File: config.mk
export PLATFORM = sky130hd
export DESIGN_NAME = pixel_readout
export DESIGN_NICKNAME = d
export VERILOG_FILES = /design/src/rtl/pixel_pkg.sv /design/src/rtl/pixel_fifo.sv /design/src/rtl/pixel_readout.sv
export SDC_FILE = /design/constraint.sdc
export NUM_CORES = 1
export LEC_CHECK = 0
export ABC_AREA = 1
export BUFFER_PORTS_ARGS = -buffer_cell sky130_fd_sc_hd__buf_2
export CAP_MARGIN = 20
export CELL_PAD_IN_SITES_DETAIL_PLACEMENT = 1
export CELL_PAD_IN_SITES_GLOBAL_PLACEMENT = 1
export CORE_UTILIZATION = 48
export CTS_CLUSTER_DIAMETER = 150
export CTS_CLUSTER_SIZE = 30
export DETAILED_ROUTE_END_ITERATION = 10
export GPL_TIMING_DRIVEN = 0
export PLACE_DENSITY = 0.88
export RECOVER_POWER = 25
export SETUP_SLACK_MARGIN = 0.15
export SLEW_MARGIN = 20
export SYNTH_ARGS = -nofsm -noshare
export SYNTH_HDL_FRONTEND = slang
export SYNTH_SLANG_ARGS = --single-unit
File: constraint.sdc
create_clock -name clk -period 2.3 [get_ports clk]
set_input_delay 0.23 -clock clk [delete_from_list [all_inputs] [get_ports clk]]
set_output_delay 0.23 -clock clk [all_outputs]
set_load 0.02 [all_outputs]
File: src/rtl/pixel_pkg.sv
// Shared types and geometry helpers for the pixel readout path.
// Entry fields are sized for the widest supported sensor; narrower builds zero-extend.
package pixel_pkg;

  localparam int PIX_MAX_DATA_W = 16;
  localparam int PIX_MAX_ADDR_W = 8;

  typedef enum logic [0:0] {
    IDLE    = 1'b0,
    CAPTURE = 1'b1
  } pixel_state_e;

  typedef struct packed {
    logic [PIX_MAX_DATA_W-1:0] data;
    logic [PIX_MAX_ADDR_W-1:0] row;
    logic [PIX_MAX_ADDR_W-1:0] col;
    logic                      sof;
    logic                      eof;
  } pixel_entry_t;

  // Side length of a square frame: largest integer whose square fits in num_pixels.
  function automatic int pixel_side(input int num_pixels);
    int side;
    side = 0;
    for (int i = 0; i * i <= num_pixels; i++) begin
      side = i;
    end
    return side;
  endfunction

  function automatic int pixel_addr_w(input int num_pixels);
    return $clog2(pixel_side(num_pixels));
  endfunction

endpackage

File: src/rtl/pixel_fifo.sv
// First-word-fall-through buffer with wrap-bit pointers; a push into a full
// buffer succeeds only when the head is popped on the same edge.
module pixel_fifo #(
  parameter type entry_t = logic,
  parameter int  DEPTH   = 8
) (
  input  logic   clk,
  input  logic   reset_n,
  input  logic   push_i,
  input  entry_t wdata_i,
  input  logic   pop_i,
  output entry_t rdata_o,
  output logic   valid_o,
  output logic   drop_o
);

  localparam int AW = $clog2(DEPTH);
  localparam int PW = AW + 1;

  logic [PW-1:0] wr_ptr_q, wr_ptr_d;
  logic [PW-1:0] rd_ptr_q, rd_ptr_d;
  entry_t        mem_q [DEPTH];

  logic empty;
  logic full;
  logic do_push;
  logic do_pop;

  assign empty   = (wr_ptr_q == rd_ptr_q);
  assign full    = (wr_ptr_q[AW-1:0] == rd_ptr_q[AW-1:0]) && (wr_ptr_q[AW] != rd_ptr_q[AW]);
  assign do_pop  = pop_i && !empty;
  assign do_push = push_i && (!full || do_pop);
  assign drop_o  = push_i && full && !do_pop;
  assign valid_o = !empty;
  assign rdata_o = mem_q[rd_ptr_q[AW-1:0]];

  always_comb begin
    wr_ptr_d = wr_ptr_q;
    rd_ptr_d = rd_ptr_q;
    if (do_push) wr_ptr_d = wr_ptr_q + PW'(1);
    if (do_pop)  rd_ptr_d = rd_ptr_q + PW'(1);
  end

  always_ff @(posedge clk) begin
    if (!reset_n) begin
      wr_ptr_q <= '0;
      rd_ptr_q <= '0;
    end else begin
      wr_ptr_q <= wr_ptr_d;
      rd_ptr_q <= rd_ptr_d;
    end
  end

  // Storage carries no reset; emptiness is defined by the pointers alone.
  always_ff @(posedge clk) begin
    if (do_push) mem_q[wr_ptr_q[AW-1:0]] <= wdata_i;
  end

endmodule

File: src/rtl/pixel_readout.sv
// Pixel readout: captures addressed ADC samples during a read window, buffers
// them for a ready/valid consumer, and tracks frame completion and error flags.
module pixel_readout
  import pixel_pkg::*;
#(
  parameter  int NUM_PIXELS = 4,
  parameter  int DATA_W     = 8,
  parameter  int FIFO_DEPTH = 8,
  localparam int ADDR_W     = pixel_addr_w(NUM_PIXELS)
) (
  input  logic              clk,
  input  logic              reset_n,
  input  logic              read,
  input  logic [ADDR_W-1:0] row_addr,
  input  logic [ADDR_W-1:0] col_addr,
  input  logic [DATA_W-1:0] pixel_data,
  output logic [DATA_W-1:0] out_data,
  output logic [ADDR_W-1:0] out_row,
  output logic [ADDR_W-1:0] out_col,
  output logic              out_sof,
  output logic              out_eof,
  output logic              out_valid,
  input  logic              out_ready,
  output logic              overflow,
  output logic              short_frame,
  output logic [7:0]        frame_cnt
);

  localparam int                SIDE      = pixel_side(NUM_PIXELS);
  localparam logic [ADDR_W-1:0] LAST_ADDR = ADDR_W'(SIDE - 1);
  localparam int                CNT_W     = $clog2(NUM_PIXELS + 2);
  localparam logic [CNT_W-1:0]  CNT_FULL  = CNT_W'(NUM_PIXELS);

  pixel_state_e     state_q, state_d;
  logic [CNT_W-1:0] cnt_q, cnt_d;
  logic [7:0]       frame_cnt_q, frame_cnt_d;
  logic             short_q, short_d;
  logic             ovf_q;

  pixel_entry_t cap_d, cap_q;
  logic         cap_vld_q;

  pixel_entry_t head;
  pixel_entry_t unused_head;
  logic         fifo_valid;
  logic         fifo_drop;

  // Capture stage: one register slice between the sensor bus and the buffer.
  always_comb begin
    cap_d      = '0;
    cap_d.data = PIX_MAX_DATA_W'(pixel_data);
    cap_d.row  = PIX_MAX_ADDR_W'(row_addr);
    cap_d.col  = PIX_MAX_ADDR_W'(col_addr);
    cap_d.sof  = (row_addr == '0) && (col_addr == '0);
    cap_d.eof  = (row_addr == LAST_ADDR) && (col_addr == LAST_ADDR);
  end

  always_ff @(posedge clk) begin
    if (!reset_n) begin
      cap_vld_q <= 1'b0;
      cap_q     <= '0;
    end else begin
      cap_vld_q <= read;
      if (read) cap_q <= cap_d;
    end
  end

  // Window tracking: the sample on the entry edge is the first one counted.
  always_comb begin
    state_d     = state_q;
    cnt_d       = cnt_q;
    frame_cnt_d = frame_cnt_q;
    short_d     = short_q;
    case (state_q)
      IDLE: begin
        if (read) begin
          state_d = CAPTURE;
          cnt_d   = CNT_W'(1);
        end
      end
      CAPTURE: begin
        if (read) begin
          if (cnt_q <= CNT_FULL) cnt_d = cnt_q + CNT_W'(1);
        end else begin
          state_d = IDLE;
          if (cnt_q == CNT_FULL) frame_cnt_d = frame_cnt_q + 8'd1;
          else                   short_d     = 1'b1;
        end
      end
      default: state_d = IDLE;
    endcase
  end

  always_ff @(posedge clk) begin
    if (!reset_n) begin
      state_q     <= IDLE;
      cnt_q       <= '0;
      frame_cnt_q <= '0;
      short_q     <= 1'b0;
      ovf_q       <= 1'b0;
    end else begin
      state_q     <= state_d;
      cnt_q       <= cnt_d;
      frame_cnt_q <= frame_cnt_d;
      short_q     <= short_d;
      ovf_q       <= ovf_q | fifo_drop;
    end
  end

  pixel_fifo #(
    .entry_t (pixel_entry_t),
    .DEPTH   (FIFO_DEPTH)
  ) u_fifo (
    .clk     (clk),
    .reset_n (reset_n),
    .push_i  (cap_vld_q),
    .wdata_i (cap_q),
    .pop_i   (out_ready),
    .rdata_o (head),
    .valid_o (fifo_valid),
    .drop_o  (fifo_drop)
  );

  // Padding bits of the wide entry are intentionally not brought out.
  assign unused_head = head;

  // Head fields are forced to zero while empty so stale storage never leaks out.
  assign out_valid   = fifo_valid;
  assign out_data    = fifo_valid ? head.data[DATA_W-1:0] : '0;
  assign out_row     = fifo_valid ? head.row[ADDR_W-1:0]  : '0;
  assign out_col     = fifo_valid ? head.col[ADDR_W-1:0]  : '0;
  assign out_sof     = fifo_valid && head.sof;
  assign out_eof     = fifo_valid && head.eof;
  assign overflow    = ovf_q;
  assign short_frame = short_q;
  assign frame_cnt   = frame_cnt_q;

endmodule

==> qor.txt, run 1 <==
PwrDens: 916 nW/um^2
Ant diodes: 0
Internal power: 4.51 mW
Final Hold Fails: 0
Critical Path RT: 2.34 ns
Clk root buf: clkbuf_16
Critical Path Source Type: register
Max_cap viols: 0
Max Clock Freq: 439 MHz
Clock power frac: 45.2%
Crit path kind: reg -> reg
Post-layout util: 60.5%
Die area: 12000 sq um
DR vias: 4300
RSZ-0062 raised after global routing: true
Area grow syn2layout: 20.5%
RePlAce Congestion: 0.782
Yosys cell types: 36
Number of remaining DRC errors: 0
CTS Buffer Depth: 2
R2R setup slack: 0.02 ns
Mean post-synth cell area: 10.6 sq um
Synth Warn #: 0
Synth top area cells: edfxtp_1 52%, dfxtp_1 13%, nor2_1 8.7%
Final setup viols: 0
Count leader, synth: nor2_1
Period utilization: 99.0%
#FFs+latches synth: 133
Largest net degree at the start of global routing: 17
Detail Placement HPWL: 10.0 mm
Post-DR wirelength/cell: 23.2 um
Ys flop type: edfxtp_1
Mapped Area: 5540 sq um
Global Route Usage Sum: 30.3%
Post-synth top area share: 52.0%
Share of cells above drive strength 1: 23.9%
Clock transition at path regs: 0.06 ns
Grt ovf: 0
Worst relative slew slack: 41.1%
Async S/R FF share, synth: 0%
Cell taking the most area after synthesis: edfxtp_1
FP Rows: 38
Post-route ant nets: 0
Part of the power in registers: 43.9%
Clock sink count: 133
Buffers on Ports: 35
Starting DRC count in detailed routing: 320
Pins over their slew limit: 0
Crit path max fanout: 12
Sw power: 1.61 mW
Most frequent cells after synthesis: 128 x nor2_1, 96 x edfxtp_1, 82 x o21ai_0
Htree depth: 4
Final wirelength: 17.0 mm
Clk Latency, worst-skew pair: 0.43 ns
Minimum clock period after layout: 2.28 ns
Filler cell count: 1185
VDD IR max: 520 uV
Comb power frac: 10.9%
Drt pass-1 iters: 7
Status: completed
Vias in the first global route: 4535
Fin area: 6680 sq um
Seq/Total Area, Yosys: 65.4%
CP arrival: 2.32 ns
First-pass GRT wire length: 25.2 mm
Clk_skew: 0.0188 ns
Syn Inst Count: 524
Initial core utilization: 50.2%
Core Area: 11000 sq um
Io pins: 37
Actual slew at the worst max-slew pin: 0.883 ns
Worst setup EP type: register
Dpl cell area: 5910 sq um
Post-synth net total: 543
Hold Path Class: in -> reg
Post-synth EDFFs: 96
Antenna violations before repair: 0
Hold Buf Count CTS: 0
Vias per cell: 5.85
Layout Nets: 601
Chip width: 109 um
Height of the die: 109 um
Switching Share: 26.2%
TritonCTS Buffers: 17
CTS tree: yes
LEAKAGE: 2.45 nW
## cells by family after synthesis
logic type / Yosys count / synth area share, %
compound gates: 118 / 11.4
fa+ha+maj: 5 / 1.13
flops: 133 / 65.4
buf+inv: 49 / 4.00
xor+xnor: 6 / 1.22
simple gates: 213 / 16.8
## area by class of cell
class	count	area (sq um)	area share (%)
plain buffers	24	211	3.17
inverters	25	93.8	1.41
multi-input cells	342	1750	26.2
clock inverters	11	113	1.69
flip-flops and latches	133	3630	54.4
well taps	140	175	2.62
repair buffers	39	208	3.11
clock buffers	21	493	7.38
## critical path: stages, from the launching register on
cell and delay, ns:
dfxtp_1 0.51, xnor2_2 0.17, nand4_4 0.20, nand3_1 0.25
nor2_2 0.75
## cells in the final DEF, fill, tap and decap left out, drive strengths merged
cell type,count
a211oi,2
a21oi,19
a31oi,1
buf,52
bufinv,1
clkbuf,32
clkinv,4
clkinvlp,3
dfxtp,37
edfxtp,96
ha,5
inv,28
nand2,50
nand3,15
nand3b,1
nand4,2
nor2,138
nor3,7
o21ai,96
xnor2,3
xor2,3
## metrics by stage
stage	setup slack, ns	std cells	TNS, ns	hold slack, ns	total power, mW
after floorplan	0.518	524	0	0.365	3.09
after global placement	-0.0225	699	-0.276	0.435	3.26
after detailed placement	-0.151	699	-3.30	0.458	3.30
after CTS	0.0647	732	0	0.0372	6.07
after global routing	-0.0663	735	-1.48	0.0751	6.26
final	0.0241	735	0	0.0420	6.12
## power groups by stage
stage,Clock (mW),Combinational [mW],Sequential [mW]
after floorplan,0,0.389,2.70
after global placement,0,0.540,2.72
after detailed placement,0,0.575,2.73
after CTS,2.75,0.629,2.68
after global routing,2.85,0.718,2.69
final,2.76,0.667,2.69
## final timing paths
kind	startpoint	to	cells past startpoint
setup / recovery	u_fifo.wr_ptr_q[2]	u_fifo.mem_q[2][2]	4
setup reg to reg	u_fifo.wr_ptr_q[2]	u_fifo.mem_q[2][2]	4
hold / removal	pixel_data[2]	cap_q[20]	3
hold reg to reg	short_frame	short_frame	2
## state kept, by name, summed over array words and instances (netlist names), named ones only
register         cells
cnt_q                3
short_frame          1
frame_cnt            8
u_fifo.mem_q        96
u_fifo.wr_ptr_q      4
cap_vld_q            1
overflow             1
u_fifo.rd_ptr_q      4
cap_q               12
## repair_timing
action	in CTS	in global routing
pin swaps	1	6
gates cloned	0	1
setup endpoints to repair	72	96
hold endpoints to repair	0	0
setup buffers	1	2
resized for setup	38	30
## layer usage
layer	routed length [um]	share of wire (%)	GRT usage (%)
met1	6410	38	33.5
met2	9060	53	53.8
met5	0	0	0
met4	582	3.4	18.5
met3	974	5.7	6.05
(Power assumes the default switching activity.)
==> inputs of run 2 (changes only) <==
--- a/config.mk
+++ b/config.mk
@@ -6,16 +6,16 @@
 export NUM_CORES = 1
 export LEC_CHECK = 0
 export ABC_AREA = 1
-export BUFFER_PORTS_ARGS = -buffer_cell sky130_fd_sc_hd__buf_2
+export BUFFER_PORTS_ARGS = -buffer_cell sky130_fd_sc_hd__clkbuf_2
 export CAP_MARGIN = 20
 export CELL_PAD_IN_SITES_DETAIL_PLACEMENT = 1
 export CELL_PAD_IN_SITES_GLOBAL_PLACEMENT = 1
-export CORE_UTILIZATION = 48
+export CORE_UTILIZATION = 25
 export CTS_CLUSTER_DIAMETER = 150
-export CTS_CLUSTER_SIZE = 30
+export CTS_CLUSTER_SIZE = 40
 export DETAILED_ROUTE_END_ITERATION = 10
 export GPL_TIMING_DRIVEN = 0
-export PLACE_DENSITY = 0.88
+export PLACE_DENSITY = 0.56
 export RECOVER_POWER = 25
 export SETUP_SLACK_MARGIN = 0.15
 export SLEW_MARGIN = 20
==> run 2 against run 1 <==
Effect of this change: largest cell class unchanged; final cell count increased by 20%; setup slack improved by 0.18 ns; die area increased by 90%; critical path depth unchanged; global-route usage decreased by 17 points; via count decreased by 8.9%; routed wire length decreased by 14%; critical endpoint is now u_fifo.mem_q[6][3]; fmax increased by 8.5%; worst hold slack got worse by 0.0026 ns; non-clock buffer count increased by 4.
==> qor.txt, run 2 (same netlist as run 1, synthesis figures left out) <==
Initial core utilization: 25.5% (-25 points)
Final setup viols: 0 (unchanged)
Critical Path RT: 2.34 ns (about the same)
Final Hold Fails: 0 (unchanged)
Filler cell count: 2480 (+110%)
Starting DRC count in detailed routing: 158 (-51%)
Max Clock Freq: 477 MHz (+8.5%)
Minimum clock period after layout: 2.10 ns (-0.178 ns)
FP Rows: 54 (+42%)
Dpl cell area: 6080 sq um (+2.9%)
Multi-input gate area: 1780 sq um (+1.6%)
Die area: 22800 sq um (+90%)
Period utilization: 91.2% (-7.8 points)
Share of cells above drive strength 1: 24.5% (+0.68 points)
Worst-path cell chain: xnor2_2 > nand4_4 > nand3_1 > nor2_2
Non-Filler Instances: 879 (+20%)
Number of remaining DRC errors: 0 (unchanged)
RSZ-0062 raised after global routing: true
Clk Latency, worst-skew pair: 0.42 ns (about the same)
Layout Nets: 605 (+0.67%)
CTS Buffer Depth: 2 (unchanged)
Clk root buf: clkbuf_16
Actual slew at the worst max-slew pin: 0.808 ns (-0.0749 ns)
Number of buffers and inverters on the critical path: 0 (unchanged)
Largest net degree at the start of global routing: 17 (unchanged)
Worst relative slew slack: 46.1% (+5.0 points)
Ant diodes: 0 (unchanged)
Most common cell after layout, fill and taps aside: nor2_1
Drt pass-1 iters: 4 (-3)
Vias in the first global route: 4096 (-9.7%)
CTS tree: yes
Seq. cell area: 3640 sq um (+0.34%)
Buffers on Ports: 35 (unchanged)
Hold WS: 0.0394 ns (-0.00264 ns)
Post-layout util: 31.6% (-29 points)
Slowest CP cell: nor2_2
Max_cap viols: 0 (unchanged)
Post-route ant nets: 0 (unchanged)
Placed cells: 839 (+20%)
Post-DR wirelength/cell: 16.6 um (-28%)
Core Area: 21800 sq um (+97%)
Vias per cell: 4.46 (-24%)
Clk_skew: 0.00898 ns (-0.00982 ns)
Grt ovf: 0 (unchanged)
Crit path max fanout: 12 (unchanged)
Detail Placement HPWL: 10.0 mm (+0.12%)
Height of the die: 151 um (+38%)
Largest register FFs: 96 (unchanged)
Io pins: 37 (unchanged)
Global Route Usage Sum: 13.7% (-17 points)
DR vias: 3918 (-8.9%)
Crit path kind: reg -> reg
Family with the most delay on the worst path: simple AND/OR/NAND/NOR gates
PwrDens: 849 nW/um^2 (-7.4%)
Worst setup EP type: register
Antenna violations before repair: 0 (unchanged)
Crit path largest cell delay: 0.68 ns (-0.07 ns)
Fin area: 6870 sq um (+2.9%)
Htree depth: 4 (unchanged)
Pins over their slew limit: 0 (unchanged)
Critical Path Source Type: register
Status: completed
Setup TNS: 0 ns (unchanged)
RePlAce Congestion: 0.779 (-0.45%)
CP arrival: 2.14 ns (-0.18 ns)
TritonCTS Buffers: 17 (unchanged)
Clock transition at path regs: 0.05 ns (about the same)
Area grow syn2layout: 23.9%
Chip width: 151 um (+38%)
Final wirelength: 14.6 mm (-14%)
VDD IR max: 508 uV (-2.2%)
LEAKAGE: 2.44 nW (-0.45%)
Most frequent cells in the layout: 113 x nor2_1, 96 x edfxtp_1, 61 x o21ai_0, 46 x nand2_1, 30 x dfxtp_1
Hold Path Class: in -> reg
First-pass GRT wire length: 22.7 mm (-9.9%)
Clock sink count: 133 (unchanged)
## run 2: per-layer routing
metal  global-route usage (%)  wire length, um
met2                     21.9             6890
met3                     3.46              471
met5                        0                0
met1                     17.8             6990
met4                     5.30              262
## run 2: what timing repair did
item                                    in CTS  in global routing
endpoints found under the hold margin        0                  0
buffers inserted                             2                  5
hold buffers                                 0                  0
gates resized for setup                     40                 59
endpoints found under the setup margin      60                 39
pin swaps                                    5                 13
gates cloned                                 0                  1
## run 2: path summary, 6_finish.rpt
kind / start / end / slack (ns) / cells past startpoint
max reg2reg: u_fifo.wr_ptr_q[2] / u_fifo.mem_q[6][3] / 0.20 / 4
min: pixel_data[4] / cap_q[22] / 0.04 / 3
min reg2reg: overflow / overflow / 0.47 / 2
max: u_fifo.wr_ptr_q[2] / u_fifo.mem_q[6][3] / 0.20 / 4
## run 2: cell type report
class | instances | share of cell area, %
clock buffer | 25 | 6.78
multi-input combinational | 342 | 25.9
timing repair buffer | 43 | 4.10
inverter | 25 | 1.37
tap | 280 | 5.10
sequential | 133 | 53.1
clock inverter | 7 | 0.874
buffer | 24 | 2.81
## run 2: metrics by stage
step	worst slack [ns]	power [mW]
final	0.203	5.83
after global routing	0.0732	6.08
after CTS	0.107	5.83
after detailed placement	-0.0498	3.31
after global placement	-0.157	3.30
after floorplan	0.518	3.09
## run 2: where the power goes
group	switching (mW)	internal [mW]
clock network	0.964	1.50
registers	0.0565	2.62
logic	0.429	0.259
total	1.45	4.38
## run 2: worst min-delay path, cell delays in order
cell and delay (ns):
clkbuf_2 0.08, nor2_1 0.03, nor2_1 0.08
